==> src/rtl/hamming_encoder_tx.sv <==
// SECDED Hamming(16,11) encoder with error-injection mask, a one-entry output
// register under a valid/ready handshake, and a wrapping sent-word counter.
module hamming_encoder_tx #(
    parameter int CNT_W = 16
) (
    input  logic             clk,
    input  logic             rst_n,
    input  logic [10:0]      data_in,
    input  logic [15:0]      err_mask,
    input  logic             in_valid,
    output logic             in_ready,
    output logic [15:0]      code_out,
    output logic             out_valid,
    input  logic             out_ready,
    output logic [CNT_W-1:0] words_sent
);

    localparam int DATA_W = 11;
    localparam int CODE_W = 16;

    typedef enum logic {
        EMPTY = 1'b0,
        FULL  = 1'b1
    } state_t;

    // Data bits occupy every non-power-of-two position in 3..15.
    function automatic logic [CODE_W-1:0] place_data(input logic [DATA_W-1:0] d);
        logic [CODE_W-1:0] c;
        c      = '0;
        c[2]   = d[0];
        c[4]   = d[1];
        c[5]   = d[2];
        c[6]   = d[3];
        c[8]   = d[4];
        c[9]   = d[5];
        c[10]  = d[6];
        c[11]  = d[7];
        c[12]  = d[8];
        c[13]  = d[9];
        c[14]  = d[10];
        return c;
    endfunction

    // Position i lives at bit i-1; p16 must see p1..p8 already in place.
    function automatic logic [CODE_W-1:0] add_parity(input logic [CODE_W-1:0] c_in);
        logic [CODE_W-1:0] c;
        c     = c_in;
        c[0]  = c[2] ^ c[4] ^ c[6] ^ c[8] ^ c[10] ^ c[12] ^ c[14];
        c[1]  = c[2] ^ c[5] ^ c[6] ^ c[9] ^ c[10] ^ c[13] ^ c[14];
        c[3]  = c[4] ^ c[5] ^ c[6] ^ c[11] ^ c[12] ^ c[13] ^ c[14];
        c[7]  = c[8] ^ c[9] ^ c[10] ^ c[11] ^ c[12] ^ c[13] ^ c[14];
        c[15] = ^c[14:0];
        return c;
    endfunction

    function automatic logic [CODE_W-1:0] encode(input logic [DATA_W-1:0] d);
        return add_parity(place_data(d));
    endfunction

    state_t            state, state_nxt;
    logic              accept;
    logic              take;
    logic [CODE_W-1:0] code_p0;
    logic [CODE_W-1:0] code_p1;
    logic [CNT_W-1:0]  sent_p1;

    // Stage p0: combinational encode; mask goes on after p16 so flips stay visible.
    always_comb begin
        code_p0 = encode(data_in) ^ err_mask;
    end

    assign accept = in_valid & in_ready;
    assign take   = out_valid & out_ready;

    always_ff @(posedge clk or negedge rst_n) begin
        if (!rst_n) begin
            state <= EMPTY;
        end else begin
            state <= state_nxt;
        end
    end

    always_comb begin
        state_nxt = state;
        case (state)
            EMPTY: begin
                if (accept) state_nxt = FULL;
            end
            FULL: begin
                if (out_ready && !accept) state_nxt = EMPTY;
            end
            default: state_nxt = EMPTY;
        endcase
    end

    always_comb begin
        out_valid = 1'b0;
        in_ready  = 1'b1;
        case (state)
            EMPTY: begin
                out_valid = 1'b0;
                in_ready  = 1'b1;
            end
            FULL: begin
                out_valid = 1'b1;
                in_ready  = out_ready;
            end
            default: begin
                out_valid = 1'b0;
                in_ready  = 1'b1;
            end
        endcase
    end

    // Stage p1: output register, loaded only on accept so it holds under stall.
    always_ff @(posedge clk or negedge rst_n) begin
        if (!rst_n) begin
            code_p1 <= '0;
        end else if (accept) begin
            code_p1 <= code_p0;
        end
    end

    always_ff @(posedge clk or negedge rst_n) begin
        if (!rst_n) begin
            sent_p1 <= '0;
        end else if (take) begin
            sent_p1 <= sent_p1 + 1'b1;
        end
    end

    assign code_out   = code_p1;
    assign words_sent = sent_p1;

endmodule
==> config.mk <==
export PLATFORM = sky130hd
export DESIGN_NAME = hamming_encoder_tx
export DESIGN_NICKNAME = d
export VERILOG_FILES = /design/src/rtl/hamming_encoder_tx.sv
export SDC_FILE = /design/constraint.sdc
export NUM_CORES = 1
export LEC_CHECK = 0
export ABC_AREA = 1
export CELL_PAD_IN_SITES_DETAIL_PLACEMENT = 1
export CELL_PAD_IN_SITES_GLOBAL_PLACEMENT = 2
export CORE_MARGIN = 3
export CORE_UTILIZATION = 27
export DETAILED_ROUTE_END_ITERATION = 12
export GPL_ROUTABILITY_DRIVEN = 0
export GPL_TIMING_DRIVEN = 0
export PLACE_DENSITY = 0.94
export SETUP_SLACK_MARGIN = 0.15
export SYNTH_ARGS = -nofsm -noshare
export SYNTH_HDL_FRONTEND = slang
export SYNTH_SLANG_ARGS = --single-unit
export TNS_END_PERCENT = 30
==> constraint.sdc <==
create_clock -name clk -period 3.97 [get_ports clk]
set_input_delay 0.9925 -clock clk [delete_from_list [all_inputs] [get_ports clk]]
set_output_delay 0.9925 -clock clk [all_outputs]
set_load 0.05 [all_outputs]
# [After elaboration in Yosys (flattened, before gate mapping)]
# Cells that the tools add are included.
[totals] wordCells=40 register_bits=33 inputBits=31 output_inout_bits=34
[op_classes] n_bitwise=28 muxes=5 n_reduce_logical=3 add_sub_neg=1
[op_table] op="1-bit XOR" count=24
[op_table] op="16-bit by 1-bit adder with 16-bit output, second input constant" count=1
[op_table] op="16-bit XOR" count=1
[op_table] op="15-bit parity" count=1
[op_table] op="1-bit case mux with 2 select lines" count=3
[op_table] op="1-bit bitwise AND" count=2
[op_table] op="1-bit two-way mux" count=2
[op_table] op="1-bit logical AND" count=1
[op_table] op="1-bit zero test" count=1
[op_table] op="1-bit NOT" count=1

# [Longest topological paths before layout]
[depth] depth_word=8 depth_mapped=15 depth_no_buf=15

# [Worst setup path after synthesis]
# No wires, ideal clock.
[synth_timing] path_kind="in2out" start="in out_ready" end="out in_ready" arrival_time_ns=1.373 n_path_buf=0 t_required_ns=2.978 stages=2 setup_slack_ns=1.604 cell_sequence="inv_1 -> nand2_1"
[synth_between] elab_chain_cells=1
[synth_lines] element="from (decl)" line_no="14" text="input logic out_ready,"
[synth_lines] element="1-bit case mux with 2 select lines" line_no="99" text="case (state)"
[synth_lines] element="to (decl)" line_no="11" text="output logic in_ready,"
# Every way passes these cells.

# [Final worst setup path]
# Ends and elaborated chain as after synthesis.

==> results by group <==
Detailed routing
  • Initial DRC count: 41
  • Post-route ant nets: 0
  • WL/cell: 13.0 um
  • Mean number of vias per cell: about 4.5
  • Final WL: 5350 um
  • First drt pass iteration count: 4
  • Via count: 1834
  • Residual DRC: 0

Floorplan
  • Row count: 30
  • Starting Density: 28.4%
  • Die X: slightly above 90 um
  • Die ar.: 8360 um^2
  • Die Y-Extent: 91.5 um
  • Core ar.: 6940 um^2
  • Num ports: between 60 and 70

Clock network
  • CTS Sinks: 33
  • Worst-Skew Late Latency: between 0.2 and 0.3 ns
  • Cts bufs inserted: 5
  • CTS tree: built
  • Clk root buf: clkbuf_8
  • # hold bufs at CTS: 0
  • Htree depth: 2
  • Clock tree buffer depth: 2
  • Post-cts resize count: 0
  • Clock transition at path regs: 0.07 ns
  • Postcts setup bufs: 0

Pwr
  • Clock share of power: 21.8%
  • Pwr/cell area: 466 nW/um^2
  • Sw Pwr: 550 uW
  • Sequential Power Share: 34.9%
  • Int Power: 749 uW
  • Gate power share: 43.3%
  • Total power: 1300 uW
  • Pleak: about 0.0014 uW
  • Sw Share: 42.3%
  • VDD IR max: around 0.16 mV

Yosys
  • Syn. warnings: 0
  • Ranking of synthesized cells by area: dfrtp_1, nand2_1, xnor2_1
  • Cell count after synthesis: around 250
  • Async SR Flop Fraction: 100%
  • Synth area leader: dfrtp_1
  • Mapped Area: 1970 um^2
  • Yosys top cell area share: 41.9%
  • Seq/Total Area, Yosys: 41.9%
  • #FFs+latches synth: 33
  • Post-synth EDFFs: 0
  • Synthesized Nets: 280
  • Ys flop type: dfrtp_1
  • Post-synthesis cell type count: 26
  • Mean Syn Cell Area: 7.95 um^2

STA
  • Final slew viol count: 0
  • Setup TNS: 0 ns
  • Tightest Pin Transition: between 0.7 and 0.8 ns
  • Layout Skew: 0.00632 ns
  • RSZ-0062 raised after global routing: no
  • Final setup vio count: 0
  • Period utilization: between 80% and 90%
  • Relative slew slack: 49.1%
  • Crit path time final: 3.42 ns
  • Fin. Hold Viols: 0
  • FMAX: 293 MHz

Place
  • Dpl hpwl: 4400 um
  • Port Buf Inserts: 60
  • Area after DPL: 2690 um^2

Worst setup path
  • CP startpoint kind: primary input
  • Endpoint type of the worst setup path: output pin
  • Worst setup startpoint: out_ready
  • Critical-path maximum fanout: 3
  • Crit path kind: in -> out
  • Reg-to-reg startpoint: words_sent[0]
  • Required time of the critical path: 2.98 ns
  • Worst EP arrival: approximately 2.4 ns

Global route
  • Total track usage: 13.9%
  • Initial antenna violation count: 0
  • Pin count of the biggest net entering global routing: 34
  • Grt total ovfl: 0
  • Vias in the first global route: 2036
  • First-pass GRT wire length: 9400 um

Min path
  • Hold crit path type: reg -> reg
  • Worst hold start: code_out[5]

Finish
  • Area growth syn-to-layout: 41.4%
  • Share of cells above drive strength 1: roughly 12%
  • Most common cell after layout, fill and taps aside: nand2_1
  • Most frequent cells in the layout: nand2_1, clkdlybuf4s50_1, dfrtp_1
  • Nets: 347
  • Core Util, Final: about two fifths
  • N_diodes: 0
  • Fillers: 850
  • Design area: 2790 um^2

Flow run
  • Maxcap violations: 0

Status
  • Status: finished clean
sequential cells by signal (all words and copies together), names as in the netlist:
register,cells
code_out,16
words_sent,16
state,1
layer usage:
metal / track usage, % / part of all wire [%] / vias to the layer above
li1: - / - / 895
met1: 15.1 / 41 / 887
met2: 25.6 / 52 / 43
met3: 3.65 / 4.4 / 9
met4: 5.28 / 2.0 / 0
met5: 0 / 0 / -
synth_stat cells (all sizes together) (2+ instances only):
library cell,n
nand2,96
dfrtp,33
inv,27
xnor2,23
nand3,17
o21ai,13
xor2,13
nor2,8
buf,4
nand4,4
clkbuf,3
nor3,2
worst max-delay path, stage by stage:
cell             delay [ns]
clkdlybuf4s50_1        0.49
inv_1                  0.05
nand2_1                0.09
clkdlybuf4s50_1        0.81
cell families after synthesis:
| logic type | Yosys count | synth area share (%) |
|---|---|---|
| compound gates | 14 | 3.55 |
| flops | 33 | 41.9 |
| simple gates | 129 | 30.9 |
| buf+inv | 35 | 7.04 |
| xor+xnor | 36 | 16.0 |
| fa+ha+maj | 1 | 0.634 |
power by group through the flow:
| stage | registers (uW) | clock network [uW] | logic (uW) |
|---|---|---|---|
| finish | 453 | 284 | 563 |
| global placement | 456 | 0 | 555 |
| global route | 463 | 307 | 606 |
| CTS | 455 | 289 | 572 |
| floorplan | 663 | 0 | 153 |
| detailed placement | 461 | 0 | 569 |
final timing paths:
kind	slack (ns)	end	cells past startpoint
worst max-delay path	0.55	in_ready	4
worst min-delay path	0.49	code_out[5]	2
worst max register to register	2.37	words_sent[15]	8
worst min register to register	0.49	code_out[5]	2
max in group asynchronous	2.71	code_out[6]	1
min in group asynchronous	0.77	code_out[9]	1
stage by stage:
stage | setup WS (ns) | cells | hold WS (ns)
3_3_place_gp | 0.548 | 404 | 0.466
5_1_grt | 0.477 | 412 | 0.501
4_1_cts | 0.538 | 412 | 0.487
6_report | 0.551 | 412 | 0.487
3_5_place_dp | 0.539 | 404 | 0.474
2_1_floorplan | 1.60 | 248 | 0.697
final cells by class:
type | instances | area [um^2] | share of cell area, %
plain buffers | 7 | 33.8 | 1.21
clock buffers | 7 | 96.3 | 3.45
clock inverters | 1 | 5.00 | 0.179
inverters | 28 | 105 | 3.77
multi-input cells | 180 | 1010 | 36.1
flip-flops and latches | 33 | 826 | 29.6
well taps | 96 | 120 | 4.31
repair buffers | 60 | 596 | 21.4
Power figures use the tool's default switching activity.
